===== src/rtl/redmule_pkg.sv =====
// Shared types for the RedMulE streamer address generators.
package redmule_pkg;

  localparam int unsigned ADDR_W = 32;
  localparam int unsigned CNT_W  = 32;

  typedef struct packed {
    logic [ADDR_W-1:0] base_addr;
    logic [CNT_W-1:0]  tot_len;
    logic [CNT_W-1:0]  d0_len;
    logic [ADDR_W-1:0] d0_stride;
    logic [CNT_W-1:0]  d1_len;
    logic [ADDR_W-1:0] d1_stride;
    logic [ADDR_W-1:0] d2_stride;
    logic [1:0]        dim_enable_1h;
  } addrgen_ctrl_t;

  typedef struct packed {
    logic ready_start;
    logic done;
  } addrgen_flags_t;

  typedef enum logic [1:0] {
    ST_IDLE = 2'd0,
    ST_RUN  = 2'd1,
    ST_DONE = 2'd2
  } addrgen_state_e;

endpackage


===== src/rtl/redmule_stream_addrgen_if.sv =====
// Link between the address generator and one dimension counter.
interface redmule_stream_addrgen_if #(
  parameter int unsigned AW = 32,
  parameter int unsigned CW = 32
);
  logic          clear;
  logic          step;
  logic          wrap_en;
  logic [CW-1:0] len;
  logic [AW-1:0] stride;
  logic [AW-1:0] offs;
  logic          wrap;

  modport master (output clear, step, wrap_en, len, stride, input offs, wrap);
  modport slave  (input clear, step, wrap_en, len, stride, output offs, wrap);
endinterface


===== src/rtl/redmule_stream_addrgen_dim_cnt.sv =====
// One address dimension: counter plus offset accumulator with wrap detection.
module redmule_addrgen_dim_cnt #(
  parameter int unsigned AW = 32,
  parameter int unsigned CW = 32
) (
  input  logic                     clk_i,
  input  logic                     rst_ni,
  redmule_stream_addrgen_if.slave  dim
);

  logic [CW-1:0] r_cnt;
  logic [AW-1:0] r_offs;
  logic [CW-1:0] w_len_eff;

  // A zero length behaves as a single-element dimension.
  assign w_len_eff = (dim.len == '0) ? CW'(1) : dim.len;
  assign dim.wrap  = dim.wrap_en && (r_cnt == (w_len_eff - CW'(1)));
  assign dim.offs  = r_offs;

  always_ff @(posedge clk_i or negedge rst_ni) begin
    if (!rst_ni) begin
      r_cnt  <= '0;
      r_offs <= '0;
    end else if (dim.clear) begin
      r_cnt  <= '0;
      r_offs <= '0;
    end else if (dim.step) begin
      if (dim.wrap) begin
        r_cnt  <= '0;
        r_offs <= '0;
      end else begin
        r_cnt  <= r_cnt + CW'(1);
        r_offs <= r_offs + dim.stride;
      end
    end
  end

endmodule


===== src/rtl/redmule_stream_addrgen.sv =====
// Three-dimensional strided address generator for one RedMulE streamer channel.
module redmule_stream_addrgen
  import redmule_pkg::*;
#(
  parameter int unsigned AW = ADDR_W,
  parameter int unsigned CW = CNT_W
) (
  input  logic          clk_i,
  input  logic          rst_ni,
  input  logic          clear_i,
  input  logic          req_start_i,
  input  logic [AW-1:0] base_addr_i,
  input  logic [CW-1:0] tot_len_i,
  input  logic [CW-1:0] d0_len_i,
  input  logic [AW-1:0] d0_stride_i,
  input  logic [CW-1:0] d1_len_i,
  input  logic [AW-1:0] d1_stride_i,
  input  logic [AW-1:0] d2_stride_i,
  input  logic [1:0]    dim_enable_1h_i,
  output logic          ready_start_o,
  output logic          done_o,
  output logic [AW-1:0] addr_o,
  output logic          addr_valid_o,
  input  logic          addr_ready_i
);

  addrgen_state_e r_state, w_state_nxt;
  addrgen_ctrl_t  r_ctrl;
  addrgen_flags_t r_flags;
  logic           r_valid;
  logic [CW-1:0]  r_tx_cnt;
  logic [AW-1:0]  r_d2_offs;

  logic w_start, w_hs, w_last, w_step;

  redmule_stream_addrgen_if #(.AW(AW), .CW(CW)) d0_if ();
  redmule_stream_addrgen_if #(.AW(AW), .CW(CW)) d1_if ();

  assign w_start = (r_state == ST_IDLE) && req_start_i && !clear_i;
  assign w_hs    = r_valid && addr_ready_i;
  assign w_last  = (r_tx_cnt == (r_ctrl.tot_len - CW'(1)));
  assign w_step  = w_hs && !w_last && !clear_i;

  // d1 only advances when d0 wraps; d2 only when both wrap.
  assign d0_if.clear   = clear_i || w_start;
  assign d0_if.step    = w_step;
  assign d0_if.wrap_en = r_ctrl.dim_enable_1h[0];
  assign d0_if.len     = r_ctrl.d0_len;
  assign d0_if.stride  = r_ctrl.d0_stride;

  assign d1_if.clear   = clear_i || w_start;
  assign d1_if.step    = w_step && d0_if.wrap;
  assign d1_if.wrap_en = r_ctrl.dim_enable_1h[1];
  assign d1_if.len     = r_ctrl.d1_len;
  assign d1_if.stride  = r_ctrl.d1_stride;

  redmule_addrgen_dim_cnt #(.AW(AW), .CW(CW)) i_d0_cnt (
    .clk_i  (clk_i),
    .rst_ni (rst_ni),
    .dim    (d0_if)
  );

  redmule_addrgen_dim_cnt #(.AW(AW), .CW(CW)) i_d1_cnt (
    .clk_i  (clk_i),
    .rst_ni (rst_ni),
    .dim    (d1_if)
  );

  always_comb begin
    w_state_nxt = r_state;
    unique case (r_state)
      ST_IDLE: if (req_start_i) w_state_nxt = (tot_len_i == '0) ? ST_DONE : ST_RUN;
      ST_RUN:  if (w_hs && w_last) w_state_nxt = ST_DONE;
      ST_DONE: w_state_nxt = ST_IDLE;
      default: w_state_nxt = ST_IDLE;
    endcase
    if (clear_i) w_state_nxt = ST_IDLE;
  end

  // Flags are registered from the next state so they line up with r_state.
  always_ff @(posedge clk_i or negedge rst_ni) begin
    if (!rst_ni) begin
      r_state             <= ST_IDLE;
      r_flags.ready_start <= 1'b1;
      r_flags.done        <= 1'b0;
      r_valid             <= 1'b0;
    end else begin
      r_state             <= w_state_nxt;
      r_flags.ready_start <= (w_state_nxt == ST_IDLE);
      r_flags.done        <= (w_state_nxt == ST_DONE);
      r_valid             <= (w_state_nxt == ST_RUN);
    end
  end

  always_ff @(posedge clk_i or negedge rst_ni) begin
    if (!rst_ni) begin
      r_ctrl    <= '0;
      r_tx_cnt  <= '0;
      r_d2_offs <= '0;
    end else if (clear_i) begin
      r_tx_cnt  <= '0;
      r_d2_offs <= '0;
    end else if (w_start) begin
      r_ctrl.base_addr     <= base_addr_i;
      r_ctrl.tot_len       <= tot_len_i;
      r_ctrl.d0_len        <= d0_len_i;
      r_ctrl.d0_stride     <= d0_stride_i;
      r_ctrl.d1_len        <= d1_len_i;
      r_ctrl.d1_stride     <= d1_stride_i;
      r_ctrl.d2_stride     <= d2_stride_i;
      r_ctrl.dim_enable_1h <= dim_enable_1h_i;
      r_tx_cnt             <= '0;
      r_d2_offs            <= '0;
    end else begin
      if (w_hs) r_tx_cnt <= r_tx_cnt + CW'(1);
      if (d1_if.step && d1_if.wrap) r_d2_offs <= r_d2_offs + r_ctrl.d2_stride;
    end
  end

  assign addr_o        = r_ctrl.base_addr + r_d2_offs + d1_if.offs + d0_if.offs;
  assign addr_valid_o  = r_valid;
  assign ready_start_o = r_flags.ready_start;
  assign done_o        = r_flags.done;

endmodule


===== config.mk =====
export PLATFORM = sky130hd
export DESIGN_NAME = redmule_stream_addrgen
export DESIGN_NICKNAME = d
export VERILOG_FILES = /design/src/rtl/redmule_pkg.sv /design/src/rtl/redmule_stream_addrgen_if.sv /design/src/rtl/redmule_stream_addrgen_dim_cnt.sv /design/src/rtl/redmule_stream_addrgen.sv
export SDC_FILE = /design/constraint.sdc
export NUM_CORES = 1
export LEC_CHECK = 0
export BUFFER_PORTS_ARGS = -buffer_cell sky130_fd_sc_hd__buf_2
export CAP_MARGIN = 0
export CORE_ASPECT_RATIO = 1.1
export CORE_UTILIZATION = 45
export CTS_BUF_LIST = sky130_fd_sc_hd__clkbuf_4 sky130_fd_sc_hd__clkbuf_8
export DETAILED_ROUTE_END_ITERATION = 12
export GPL_ROUTABILITY_DRIVEN = 0
export PLACE_DENSITY = 0.7
export SYNTH_ARGS = -nofsm -noshare
export SYNTH_HDL_FRONTEND = slang
export SYNTH_SLANG_ARGS = --single-unit

===== constraint.sdc =====
create_clock -name clk_i -period 5.45 [get_ports clk_i]
set_input_delay 0.545 -clock clk_i [delete_from_list [all_inputs] [get_ports clk_i]]
set_output_delay 0.545 -clock clk_i [all_outputs]
set_load 0.01 [all_outputs]

After elaboration in Yosys (flattened, before gate mapping)
Cells that the tools add are included.
{ "totals": {"reg_bits": 423, "inputBits": 231, "out_inout_bits": 35, "wordCells": 85} }
{ "op_classes": {"addsub": 12, "eq_ne": 6, "muxes": 25, "bitwise_logic": 1, "n_reduce_logical": 23} }
{ "ops": {"columns": ["cell", "count"], "rows": [
  ["$mux W32", 20],
  ["$add A32 B32 Y32", 6],
  ["$add A32 B1 Y32 const B", 3],
  ["$eq A32 B32 Y1", 3],
  ["$logic_not A32 Y1", 3],
  ["$sub A32 B1 Y32 const B", 3],
  ["$logic_and A1 B1 Y1", 10],
  ["$mux W2", 4],
  ["$reduce_bool A3 Y1", 2],
  ["$eq A2 B1 Y1 const B", 2],
  ["$logic_not A2 Y1", 2],
  ["$pmux W2 S2", 1],
  ["$reduce_bool A2 Y1", 2],
  ["$eq A2 B2 Y1 const B", 1],
  ["$logic_not A1 Y1", 2],
  ["$reduce_and A2 Y1", 1],
  ["$logic_or A1 B1 Y1", 1],
  ["$not A1 Y1", 1]
]} }

Logic depth before layout (Yosys ltp)
{ "logic_depth": {"ltp_word": 10, "depth_mapped": 20, "depth_no_buf": 16} }

Modules after synthesis
From an unflattened synthesis, not the netlist that was laid out.
{ "unflattened": {"hier_cells": 2819, "area_unflattened_um2": 28008.1} }
{ "by_module_without_submodules": {"columns": ["module", "n_inst", "cells_each", "area_each_um2", "seq_area_each_um2"], "rows": [
  ["redmule_stream_addrgen", 1, 1443, 16763.6, 7383.3],
  ["redmule_addrgen_dim_cnt (i_d0_cnt)", 1, 686, 5629.1, 1601.5],
  ["redmule_addrgen_dim_cnt (i_d1_cnt)", 1, 690, 5615.4, 1601.5]
]} }

Worst setup path after synthesis
Ideal clock, no wire load.
{ "synth_path": {"path_kind": "reg2reg", "start": "register r_ctrl, in the netlist d0_if.len[23]", "end": "register i_d1_cnt.r_cnt[24]", "setup_time_ps": 64, "arrival_time_ps": 4747, "required_time_ps": 5386, "slack_ps": 639, "stages_incl_launch_ff": 19, "n_path_buf": 2, "synth_period_minus_slack_ps": 4811, "cell_sequence": "dfrtp_1 -> or4_1 -> nor3_1 -> nand4b_1 -> nor2b_1 -> ha_1 -> xor2_1 -> and3_1 -> a21boi_0 -> or4bb_1 -> nor4bb_1 -> nand4_1 -> nor4b_2 -> and3_1 -> nand3_1 -> buf_2 -> buf_2 -> nor4_1 -> a21o_1"} }
{ "synth_via": {"elab_chain_cells": 7} }
{ "synth_rtl": {"columns": ["element", "line", "rtl"], "rows": [
  ["start: declaration", "redmule_stream_addrgen.sv:28", "addrgen_ctrl_t r_ctrl;"],
  ["$logic_not A32 Y1", "redmule_stream_addrgen_dim_cnt.sv:16", "assign w_len_eff = (dim.len == '0) ? CW'(1) : dim.len;"],
  ["$mux W32 *", "redmule_stream_addrgen_dim_cnt.sv:16", null],
  ["$sub A32 B1 Y32 *", "redmule_stream_addrgen_dim_cnt.sv:17", "assign dim.wrap = dim.wrap_en && (r_cnt == (w_len_eff - CW'(1)));"],
  ["$eq A32 B32 Y1 *", "redmule_stream_addrgen_dim_cnt.sv:17", null],
  ["$logic_and A1 B1 Y1 *", "redmule_stream_addrgen_dim_cnt.sv:17", null],
  ["$logic_and A1 B1 Y1 *", "redmule_stream_addrgen.sv:52", "assign d1_if.step = w_step && d0_if.wrap;"],
  ["$reduce_bool A2 Y1 (no line) *", null, null],
  ["end signal: assignment", "redmule_stream_addrgen_dim_cnt.sv:32", "r_cnt <= r_cnt + CW'(1);"],
  ["end: declaration", "redmule_stream_addrgen_dim_cnt.sv:11", "logic [CW-1:0] r_cnt;"]
]} }
Mark *: on every way between the ends. The rest lies on a longest branch, timed or not.
A chain may end at the register's enable or synchronous reset.

Worst setup path in the final report
{ "layout_path": {"start": "register r_ctrl[195] (netlist name)", "end": "output addr_o[31]"} }
{ "layout_via": {"elab_chain_cells": 3} }
{ "layout_rtl": {"columns": ["element", "line", "rtl"], "rows": [
  ["$add A32 B32 Y32 (3 in a row)", "redmule_stream_addrgen.sv:120", "assign addr_o = r_ctrl.base_addr + r_d2_offs + d1_if.offs + d0_if.offs;"],
  ["end: declaration", "redmule_stream_addrgen.sv:22", "output logic [AW-1:0] addr_o,"]
]} }
Every way passes these cells.

==> impl_summary.log <==
[metrics] portion of the clock cycle consumed by the worst path in the final layout: 1.02
[metrics] Syn Inst Count: 2817
[metrics] standard-cell row count: 95
[metrics] average wire length per cell after detail routing: 18.4 microns
[metrics] number of max-cap violations: 0
[metrics] number of ports placed on the die boundary: 266
[metrics] setup slack at placement: 16.9 ps
[metrics] final cell count without fillers: 4004
[metrics] count of different cell masters after synthesis: 82
[metrics] clock buffer count from CTS: 80
[metrics] start of the worst register-to-register path: d0_if.len[23]
[metrics] depth of the CTS H-tree: 3
[metrics] upper clock frequency limit: 181 MHz
[metrics] r2r endpoint: i_d1_cnt.dim.offs[1]
[metrics] ranking of synthesized cells by area: dfrtp_1 (38%), mux2_2 (8.7%), ha_1 (5.8%)
[metrics] arrival time at the worst endpoint: 4990 ps
[metrics] critical path capture point type: output port
[metrics] outcome: complete, but fails checks
[metrics] layout cell share with drive strength beyond 1: 0.232
[metrics] static leakage power: 14.5 nW
[metrics] final setup skew: 31.4 ps
[metrics] initial antenna violation count: 6
[metrics] crit-path cells: fa_1 -> fa_1 -> ha_2 -> inv_2 -> fa_2 -> nor2b_2 -> o31a_1 -> o41ai_2 -> buf_4 -> o21ai_2 -> a2111oi_2 -> buf_4 -> o41ai_4 -> o2111ai_2 -> a21oi_2 -> a211o_1 -> a21oi_2 -> xnor2_1 -> buf_2
[metrics] number of cells on the worst hold path: 2
[metrics] HPWL after detailed placement: 55000 microns
[metrics] die outline area: 63000 sq um
[metrics] Worst setup SP type: flip-flop
[metrics] PD cells: 295 nW/um^2
[metrics] count of warnings emitted by yosys: 0
[metrics] sequential cell area fraction in the yosys report: 0.379
[metrics] Slowest-stage cell, CP: fa_1
[metrics] maximum number of pins on one net before global-route repair: 161
[metrics] Synth Area per Inst: 9.91 sq um
[metrics] endpoint of the worst hold path: d0_if.stride[23]
[metrics] most area-hungry cell type in the Yosys netlist: dfrtp_1
[metrics] maximum fanout along the worst path: 4
[metrics] flip-flop and latch count after synthesis: 423
[metrics] final hold violation count: 0
[metrics] count of buffers inserted at the top-level ports: 265
[metrics] clock tree from TritonCTS: built
[metrics] flop-to-flop setup slack: 330 ps
[metrics] class of the most critical hold timing path: in -> reg
[metrics] total number of clock tree sinks: 423
[metrics] dpl cells: 3850
[metrics] Sum Neg Setup Slack: -102 ps
[metrics] worst-case setup margin in the final layout: -86.1 ps
[metrics] vias in the first global route: 22200
[metrics] GRT overflow: 0
[metrics] number of synthesized flops with an enable pin: 0
[metrics] number of iterations in the first detailed-routing pass: 5
[metrics] count of final setup violators: 2
[metrics] violations in the final reports: setup timing
[metrics] total nets after synthesis: 3243
[metrics] worst-case headroom to the max-slew limit: 0.128
[metrics] core footprint: 61200 sq um
[metrics] number of cells traversed by the worst register-to-register path: 17
[metrics] initial cell density of the core: 0.456
[metrics] floorplan die height: 263 microns
[metrics] clock insertion delay at the later pin of the skew report: 670 ps
[metrics] vias per inst: 5.67
[metrics] clock buffer depth: 3
[metrics] GRT Resource Usage Total: 0.235
[metrics] CP required: 4910 ps
[metrics] fill cell total of the finished layout: 5572
[metrics] remaining antenna violation count after routing: 0
[metrics] aggregate routed wire length: 73800 microns
[metrics] vias post-DR: 22700
[metrics] Synth Cell Area: 27900 sq um
[metrics] share of the synthesized area in the top cell type: 0.378
[metrics] RSZ-0062 raised after global routing: yes
[metrics] startpoint of the worst hold path: d0_stride_i[23]
[metrics] dominant register cell in the synthesized netlist: dfrtp_1
[metrics] first-pass GRT wire length: 118000 microns
[metrics] cell at the root of the clock tree: clkbuf_8
[metrics] Final Slew Violations: 0
[metrics] Die W: 239 microns
[metrics] detailed-route DRC error count: 0
[metrics] DR iter-0 viols: 1325
[metrics] Synth async-reset ratio: 1.00
[metrics] Clock Pin Slew Worst Setup and Hold Paths: 60 ps
[metrics] minimum clock period after layout: 5540 ps
[metrics] kind of critical path: reg -> out
[metrics] delay contributed by the slowest stage of the critical path: 550 ps
[metrics] signed area change from the synthesized netlist to the final layout: 15.7%
[metrics] top-count cell post-synth: dfrtp_1
[metrics] slew at the pin with the worst max-slew slack: 1310 ps
[metrics] worst ir drop on vdd: 0.206 mV
[metrics] top post-synthesis cells by count: dfrtp_1 (422), nand2_1 (228), mux2_2 (216)
[metrics] Nets: 3540
## placed cells by master (no fill, tap or decap), types with 39 or more instances in the layout
cell type | Yosys | final
xor2_1 | 121 | 121
ha_1 | 130 | 127
nor4_1 | 44 | 44
a21oi_1 | 138 | 132
nand4_1 | 39 | 39
nand2_1 | 228 | 228
buf_4 | 3 | 44
and3_1 | 41 | 41
o21ai_0 | 170 | 167
fa_1 | 65 | 64
nand3_1 | 90 | 89
xnor2_1 | 154 | 154
inv_1 | 50 | 49
dfrtp_1 | 422 | 422
clkbuf_8 | 0 | 105
mux2i_1 | 42 | 42
buf_2 | 10 | 264
nor2_1 | 198 | 196
mux2_2 | 216 | 216
nor3_1 | 48 | 46
a21o_1 | 68 | 68
## power by group
group	internal, mW	switching (mW)	total [mW]	leakage (nW)
sequential	3.48	0.407	3.89	5.41
clock	1.98	1.44	3.43	0.953
combinational	1.04	1.16	2.21	8.10
total	6.51	3.01	9.52	14.5
## per-layer routing
metal	vias to the layer above	global-route usage	share of wire
li1	10900	-	-
met4	6	0.0828	0.029
met1	11100	0.312	0.44
met3	139	0.0386	0.056
met5	-	0	0.00056
met2	631	0.387	0.48
## registers in the layout (all words and copies together) (netlist names)
name,count
d1_if.wrap_en,1
r_state,2
i_d0_cnt.r_cnt,32
d0_if.len,32
d1_if.stride,32
done_o,1
d1_if.len,32
r_ctrl,96
r_d2_offs,32
i_d1_cnt.dim.offs,32
d0_if.wrap_en,1
ready_start_o,1
r_tx_cnt,32
d0_if.stride,32
i_d0_cnt.dim.offs,32
i_d1_cnt.r_cnt,32
addr_valid_o,1
## through the flow
step | area [sq um] | hold slack [ps] | util | power (mW)
floorplan | 27900 | 249 | - | 5.37
global placement | 30300 | 500 | 0.495 | 6.06
detailed placement | 30300 | 503 | 0.495 | 6.10
CTS | 32200 | 38.0 | 0.526 | 9.61
global route | 32300 | 64.0 | 0.527 | 10.1
finish | 32300 | 103 | 0.527 | 9.52
## worst max-delay path by stage
stage	endpoint	slack, ps	startpoint
6_report	addr_o[31]	-90	r_ctrl[195]
2_1_floorplan	i_d1_cnt.r_cnt[24]	640	d0_if.len[23]
5_1_grt	addr_o[31]	-360	r_ctrl[195]
4_1_cts	addr_o[31]	-240	i_d0_cnt.dim.offs[1]
3_3_place_gp	addr_o[31]	70	r_ctrl[195]
3_5_place_dp	addr_o[31]	20	r_d2_offs[0]
## timing repair
item                                    CTS  global route
endpoints found under the hold margin    84             0
endpoints found under the setup margin    7             8
pin swaps                                13            16
buffers inserted                          2             4
hold buffers                              1             0
resized for setup                        23             8
## worst max-delay path, delay by kind of cell, from the launching register on
family | cells | cell delay (ps)
AO/OA/AOI/OAI | 9 | 1750
AND/OR/NAND/NOR | 1 | 50
buffers and inverters | 4 | 580
adder cells (fa/ha/maj) | 4 | 1360
flip-flops | 1 | 390
XOR/XNOR | 1 | 160
## logic make-up after synthesis
family                   count (synthesis)  synth area share
flip-flops                             423             0.379
buffers and inverters                  151            0.0214
AND/OR/NAND/NOR                        918             0.170
multiplexers                           259             0.103
XOR/XNOR                               275            0.0863
adder cells (fa/ha/maj)                195             0.105
AO/OA/AOI/OAI                          596             0.135
## cell type report
class / instances / area [sq um] / area share
timing repair buffer: 316 / 1800 / 0.0556
clock inverter: 19 / 166 / 0.00515
multi-input combinational: 2243 / 16900 / 0.523
sequential: 423 / 10600 / 0.328
clock buffer: 128 / 1620 / 0.0501
inverter: 50 / 188 / 0.00581
antenna: 1 / 2.50 / 0.0000775
tap: 824 / 1030 / 0.0319
(Power assumes the default switching activity.)
